File: src/rtl/mcu_bus_router.sv
// mcu_bus_router: routes MCU byte frames to command targets, muxes replies back and aggregates masked IRQs.
// Define MCU_ROUTER_STATS_EN to add per-target frame counters readable through the status target.
module mcu_bus_router #(
  parameter int NUM_TGT = 4,
  parameter logic [23:0] TIMEOUT = 24'd1_000_000,
  parameter logic [7:0] STATUS_CODE = 8'h0F
) (
  input  logic                   clk,
  input  logic                   reset,
  input  logic                   mcu_strobe,
  input  logic                   mcu_start,
  input  logic [7:0]             mcu_din,
  output logic [7:0]             mcu_dout,
  output logic [NUM_TGT-1:0]     tgt_strobe,
  output logic                   tgt_start,
  output logic [7:0]             tgt_din,
  input  logic [8*NUM_TGT-1:0]   tgt_dout,
  input  logic [NUM_TGT-1:0]     tgt_irq,
  output logic                   int_out_n
);
  localparam int SW = NUM_TGT > 1 ? $clog2(NUM_TGT) : 1;
  localparam logic [7:0] NT8 = 8'(NUM_TGT);
  typedef enum logic [2:0] {IDLE, SEL, FWD, STAT, DISCARD} state_t;
  state_t state;
  logic [7:0] sel, stat_cmd, err_cnt, stat_rd, reply, cnt_rd;
  logic [3:0] stat_idx;
  logic [23:0] wd;
  logic [NUM_TGT-1:0] irq_mask, pend;
  logic [SW-1:0] tsel;
  logic [7:0] ret [NUM_TGT];
  logic sel_byte;
  for (genvar i = 0; i < NUM_TGT; i++) begin : g_ret
    assign ret[i] = tgt_dout[8*i +: 8];
  end
  assign tsel = sel[SW-1:0];
  assign sel_byte = state == SEL && mcu_strobe && !mcu_start;
`ifdef MCU_ROUTER_STATS_EN
  logic [15:0] cnt [NUM_TGT];
  logic [7:0] cnt_b [16];
  for (genvar j = 0; j < 16; j++) begin : g_cb
    if (j < 2*NUM_TGT) begin : g_on
      assign cnt_b[j] = cnt[j/2][8*(j%2) +: 8];
    end else begin : g_off
      assign cnt_b[j] = 8'h00;
    end
  end
  assign cnt_rd = cnt_b[stat_idx];
  always_ff @(posedge clk)
    for (int i = 0; i < NUM_TGT; i++)
      if (reset || (sel_byte && sel == STATUS_CODE && mcu_din == 8'd3)) cnt[i] <= '0;
      else if (sel_byte && sel == 8'(i)) cnt[i] <= cnt[i] + 16'd1;
`else
  assign cnt_rd = 8'h00;
`endif
  always_comb begin
    pend = tgt_irq & irq_mask;
    stat_rd = stat_idx == 4'd0 ? 8'(pend) : stat_idx == 4'd1 ? 8'(irq_mask) :
              stat_idx == 4'd2 ? err_cnt : stat_idx == 4'd3 ? NT8 : 8'h00;
    reply = stat_cmd == 8'd0 ? stat_rd : stat_cmd == 8'd2 ? cnt_rd : 8'h00;
  end
  always_ff @(posedge clk) begin
    if (reset) begin
      state <= IDLE;
      sel <= '0;
      stat_cmd <= '0;
      stat_idx <= '0;
      err_cnt <= '0;
      wd <= '0;
      irq_mask <= '1;
      mcu_dout <= '0;
      tgt_strobe <= '0;
      tgt_start <= 1'b0;
      tgt_din <= '0;
      int_out_n <= 1'b1;
    end else begin
      tgt_strobe <= '0;
      tgt_start <= 1'b0;
      int_out_n <= ~|(tgt_irq & irq_mask);
      wd <= (state == IDLE || mcu_strobe) ? '0 : wd + 24'd1;
      if (mcu_strobe && mcu_start) begin
        state <= SEL;
        sel <= mcu_din;
        mcu_dout <= '0;
      end else if (state != IDLE && !mcu_strobe && wd == TIMEOUT - 24'd1) begin
        state <= IDLE;
        mcu_dout <= '0;
        err_cnt <= err_cnt + {7'd0, err_cnt != 8'hFF};
      end else begin
        case (state)
          SEL: if (mcu_strobe) begin
            if (sel < NT8) begin
              state <= FWD;
              tgt_strobe <= NUM_TGT'(1) << tsel;
              tgt_din <= mcu_din;
              tgt_start <= 1'b1;
            end else if (sel == STATUS_CODE) begin
              state <= STAT;
              stat_cmd <= mcu_din;
              stat_idx <= '0;
            end else begin
              state <= DISCARD;
              mcu_dout <= 8'hFF;
            end
          end
          FWD: begin
            mcu_dout <= ret[tsel];
            if (mcu_strobe) begin
              tgt_strobe <= NUM_TGT'(1) << tsel;
              tgt_din <= mcu_din;
            end
          end
          STAT: if (mcu_strobe) begin
            mcu_dout <= reply;
            if (stat_cmd == 8'd1 && stat_idx == 4'd0) irq_mask <= mcu_din[NUM_TGT-1:0];
            stat_idx <= stat_idx == 4'd15 ? stat_idx : stat_idx + 4'd1;
          end
          DISCARD: mcu_dout <= 8'hFF;
          default: ;
        endcase
      end
    end
  end
endmodule

File: config.mk
export PLATFORM = sky130hd
export DESIGN_NAME = mcu_bus_router
export DESIGN_NICKNAME = d
export VERILOG_FILES = /design/src/rtl/mcu_bus_router.sv
export SDC_FILE = /design/constraint.sdc
export NUM_CORES = 1
export LEC_CHECK = 0
export BUFFER_PORTS_ARGS = -buffer_cell sky130_fd_sc_hd__buf_2
export CORE_MARGIN = 2
export CORE_UTILIZATION = 46
export DETAILED_ROUTE_END_ITERATION = 12
export PLACE_DENSITY = 0.68
export SYNTH_ARGS = -nofsm -noshare
export SYNTH_HDL_FRONTEND = slang
export SYNTH_SLANG_ARGS = --single-unit
File: constraint.sdc
create_clock -name clk -period 2.8 [get_ports clk]
set_clock_uncertainty 0.1 [all_clocks]
set_input_delay 0.14 -clock clk [delete_from_list [all_inputs] [get_ports clk]]
set_output_delay 0.14 -clock clk [all_outputs]
set_load 0.01 [all_outputs]
-- After elaboration in Yosys (flattened, before gate mapping)
Cells that the tools add are included.
- bits in registers: 81
- output and inout bits: 22
- logic and storage cells: 108
- add/subtract/negate cells: 3
- magnitude comparators: 2
- equal/unequal tests: 20
- shifts and indexed selects: 1
- mux-type cells: 34
- bitwise operators: 7
- reduce and logical (&&, ||, !) cells: 28
- operators by type and width (kind ; count):
    2-to-1 mux 8 bit ; 13
    2-to-1 mux 4 bit ; 8
    one-hot mux 8 bit (4 select lines) ; 1
    adder 24 x 1 -> 24 bit, second input constant ; 1
    == test 24 x 20 -> 1 bit, second input constant ; 1
    binary-select mux 8 bit (select 2 bit) ; 1
    one-hot mux 4 bit (2 select lines) ; 2
    one-hot mux 8 bit (2 select lines) ; 1
    inequality test 2 bit, second input constant ; 6
    AND reduction 6 bit ; 2
    AND reduction 5 bit ; 2
    2-to-1 mux 3 bit ; 3
    nonzero test 3 bit ; 3
    adder 8 x 1 -> 8 bit ; 1
    == test 4 x 2 -> 1 bit, second input constant ; 2
    == test 8 x 1 -> 1 bit, second input constant ; 1
    == test 8 x 4 -> 1 bit, second input constant ; 1
    logical NOT 8 bit ; 1
    less-than comparator 8 x 3 -> 1 bit, second input constant ; 1
    inequality test 8 bit, second input constant ; 1
    AND reduction 8 bit ; 1
    == test 3 x 2 -> 1 bit, second input constant ; 2
    AND reduction 2 bit ; 3
    2-to-1 mux 1 bit ; 5
    22 further kinds ; 32

-- Logic depth before layout (Yosys ltp)
- depth in word-level cells: 8
- gate-level depth with buffers: 8
- gate-level depth less buffers: 7

-- Worst setup path before layout
OpenSTA, ideal clock, no wires.
- kind: register -> register
- start: register stat_idx[0]
- end: register mcu_dout[4]
- library setup time: 0.078 ns
- arrival: 1.793 ns
- path slack: 0.829 ns
- cell stages (with the launch flop): 9
- path buffers: 1
- period minus slack after synthesis: 1.971 ns
- cells stage by stage: dfxtp_1 inv_1 ha_1 clkbuf_1 nor3b_1 nand3b_1 nor3_1 a21oi_1 nor3_1
- word-level cells in the longest chain between the ends: 7
- elaborated cells on any way between the ends: 9
- RTL lines (element ; line ; source):
    start: declaration ; 26 ; logic [3:0] stat_idx;
    start signal: assignment ; 115 ; stat_idx <= stat_idx == 4'd15 ? stat_idx : stat_idx + 4'd1;
    == test 4 x 2 -> 1 bit ; 58 ; stat_idx == 4'd2 ? err_cnt : stat_idx == 4'd3 ? NT8 : 8'h00;
    2-to-1 mux 8 bit ; 58 ;
    2-to-1 mux 8 bit ; 57 ; stat_rd = stat_idx == 4'd0 ? 8'(pend) : stat_idx == 4'd1 ? 8'(irq_mask) :
    2-to-1 mux 8 bit * ; 57 ;
    2-to-1 mux 8 bit * ; 59 ; reply = stat_cmd == 8'd0 ? stat_rd : stat_cmd == 8'd2 ? cnt_rd : 8'h00;
    2-to-1 mux 8 bit * ; 112 ; STAT: if (mcu_strobe) begin
    one-hot mux 8 bit (4 select lines) * ; 89 ; case (state)
    end signal: assignment ; 106 ; mcu_dout <= ret[tsel];
    end signal: assignment ; 113 ; mcu_dout <= reply;
    end: declaration ; 13 ; output logic [7:0] mcu_dout,
Every way passes the cells marked *; elsewhere a longest branch is shown, timed or not. The select of a mux whose other input is x is not followed.
A chain may end at the register's enable or synchronous reset.

-- Worst setup path in the final report
Ends and elaborated chain as after synthesis.

==> results.ini <==
[outcome]
run_status=completed

[critical_path]
worst_r2r_startpoint=stat_idx[0]
worstSetupPathType=reg -> reg
critical_path.most_common_cell=nor3_1
r2r_setup_slack_ns=0.62
timing.reg2reg.worst_path_depth=7
arr_time_crit_path_ns=2.37
path_cells=inv_1 > ha_1 > nor3b_1 > nand3b_1 > nor3_1 > a21oi_1 > nor3_1
crit_path_start_kind=register
cp.required_ns=2.99
critical_path_buf_inv_count=1
critical_path.max_stage_delay_ns=0.45
timing.critical_path.max_delay_family=simple AND/OR/NAND/NOR gates
slowest_stage=nor3b_1
crit_path_max_fanout=8
crit-reg2reg-capture=mcu_dout[4]
timing.critical_path.to_type=register

[clock_tree]
numCtsBuffers=9
cts.repair_timing.setup_buffer_count=0
sink_count_of_the_clock_tree=81
root_buffer=clkbuf_8
cts_tree=yes
worst_skew_pair.late_latency_ns=0.36
clk_pin_slew_ns=0.10
cts_buffer_depth=2
htree_num_levels=3

[place]
gp_congestion=0.876
count_of_input_and_output_buffers=69
place.detailed.hpwl_um=6620

[sta]
final.period_utilization_pct=77.9
grt_setup_unrepaired=false
fmaxAchievable_mhz=459
period_minus_slack_ns=2.18
setup-tns-final_ns=0
setup_violations=0
final-max-slew-violation-count=0
finalHoldViolations=0
slew-limit-headroom_pct=45.8
worst_pin_slew_ns=0.813

[die]
dieArea_um2=9300
die_w_um=96.5
pin_count=70
core_area_um2=8260
placement_row_count=33
die_height_um=96.5
effective_utilization_at_floorplan_pct=47.6

[hold_path]
hp-class=in -> reg
hold_path_end=state[2]
number_of_instances_on_the_worst_hold_path=3
hp-start=mcu_strobe

[logic_synthesis]
synth_area_um2=3930
post_synth.cell_area_avg_um2=9.00
ys_async_sr_fraction_pct=0
yosys.area.top_type_share_pct=41.2
post_synthesis_cell_type_count=49
seq_area_frac_synth_pct=41.2
post_synth_inst_count=437
synth.ff_latch_count=81
synth_edf_count=0
yosysTopAreaCell=dfxtp_1
ys.flop_type=dfxtp_1
cell_types_occupying_the_most_area_after_synthesis=dfxtp_1, nor2_1, mux2i_1
synth_warnings=0
synthesis.nets=492

[global_route]
grt_pass1_wl_um=14600
grt_remaining_overflow=0
global_route.usage.total_pct=20.4
grt_pass1_vias=3024
maximum_number_of_pins_on_one_net_before_global_route_repair=45
number_of_antenna_violations_at_the_first_check_in_global_routing=0

[power_and_ir_drop]
power.ir.vdd_worst_mv=0.280
power.leakage_nw=1.67
power_per_cell_area_nw_per_um2=505

[cells_and_area]
final.fill_count=769
multi_input_comb_area_um2=2150
antenna_cells=0
regArea_um2=1620
final_layout_size_suffix_gt1_share_pct=22.3
postLayoutCoreUtil_pct=56.1
synthToLayoutAreaGrowth_pct=17.8
layout.nets=561

[drt]
viasPerCell=5.36
dr.pass1.iters=4
via_count=3301
detail_route.wl_per_cell_um=15.0
post_route_ant_nets=0
drt_wl_total_um=9210
detail_route.drc_violations=0
detail_route.iter0.violations=192

[flow_run]
maxCapViolCount=0

## layout by cell type, fill, tap and decap left out, types with 3 or more instances in the layout
master,count
dfxtp_1,81
buf_2,69
nor2_1,62
nand2_1,38
a21oi_1,25
mux2i_1,19
nor3_1,15
inv_1,14
xnor2_1,14
nand3_1,12
o21ai_0,11
or3_1,9
clkbuf_8,9
mux4_2,8
nand4_1,8
dlygate4sd3_1,8
nor2b_1,7
nor3_2,7
ha_1,7
nor4_1,6
xor2_1,6
and4_1,5
o21a_1,5
nand2b_1,5
a211o_1,5
nor3b_1,4
and3_1,4
a22oi_1,4
buf_4,4
nand3b_1,3
a21boi_0,3
## per-layer routing
metal | track usage, % | vias to the layer above | wire length (µm)
met5 | 0 | - | 0
li1 | - | 1685 | -
met2 | 29.9 | 68 | 4170
met4 | 9.04 | 0 | 183
met3 | 4.11 | 18 | 415
met1 | 29.1 | 1530 | 4440
## worst max-delay path by stage
stage                      startpoint          end  cells after the start
final                     stat_idx[0]  mcu_dout[4]                      7
after floorplan           stat_idx[0]  mcu_dout[4]                      8
after CTS                 stat_idx[0]  mcu_dout[0]                      7
after detailed placement  stat_idx[0]  mcu_dout[0]                      7
after global placement    stat_idx[0]  mcu_dout[4]                      7
after global routing      stat_idx[0]  mcu_dout[6]                      7
## sequential cells by signal, indices dropped and copies added, names as in the netlist
name and flops:
stat_idx 4, stat_cmd 8, tgt_strobe 4, sel 8, int_out_n 1, state 3
irq_mask 4, tgt_din 8, wd 24, mcu_dout 8, err_cnt 8, tgt_start 1
## report_power, final
group          total [mW]  internal [mW]  switching [mW]
sequential           1.18           1.17          0.0140
clock               0.972          0.510           0.462
combinational       0.187         0.0879          0.0992
total                2.34           1.77           0.575
## synth_stat cells, types with 2 or more instances
library cell  number
a31oi_1            2
nand4_1            8
nor4b_1            2
o21a_1             5
clkbuf_1          18
mux4_2             8
o311ai_0           2
nor2_1            62
and3_4             2
nor4_4             2
mux2i_1           19
buf_2              2
nand3b_1           3
and4_1             5
a22oi_1            4
nor4_1             6
nand3_1           12
ha_1               7
nor3b_1            4
mux2_2             2
nor3_2             7
a311oi_1           2
nand2b_1           5
a21boi_0           3
and2_1             2
nand2_1           38
o21ai_0           11
a21oi_1           25
dfxtp_1           81
a211o_1            5
nor2b_1            7
nor3_1            15
xnor2_1           14
or3_1              9
inv_1             14
and3_1             4
buf_6              3
xor2_1             6
## area by class of cell
type	instances	area share (%)
well taps	105	2.84
multi-input cells	319	46.3
flip-flops and latches	81	35.0
inverters	14	1.13
clock buffers	9	2.67
clock inverters	7	2.19
repair buffers	81	9.83
## through the flow
step | total power, mW | cells | instance area [µm²] | hold slack, ns | worst slack [ns]
final | 2.34 | 616 | 4630 | 0.0568 | 0.620
after global routing | 2.43 | 616 | 4630 | 0.0596 | 0.291
after CTS | 2.36 | 616 | 4630 | 0.0422 | 0.591
after detailed placement | 1.39 | 592 | 4330 | 0.319 | 0.612
after global placement | 1.38 | 592 | 4330 | 0.315 | 0.679
after floorplan | 1.32 | 437 | 3930 | 0.158 | 0.829
## kinds of logic after synthesis
kind of cell    synth area share (%)
simple gates                    26.8
fa+ha+maj                       2.23
buf+inv                         4.17
compound gates                  11.1
xor+xnor                        4.45
flops                           41.2
mux                             9.99
## repair_timing
item | in CTS | in global routing
resized for setup | 0 | 0
hold endpoints to repair | 24 | 0
setup endpoints to repair | 0 | 0
hold buffers | 8 | 0
## worst reg2reg max path: stages, from the launching register on
cell      delay, ns
dfxtp_1        0.40
inv_1          0.11
ha_1           0.31
nor3b_1        0.45
nand3b_1       0.13
nor3_1         0.33
a21oi_1        0.13
nor3_1         0.16
(Power assumes the default switching activity.)
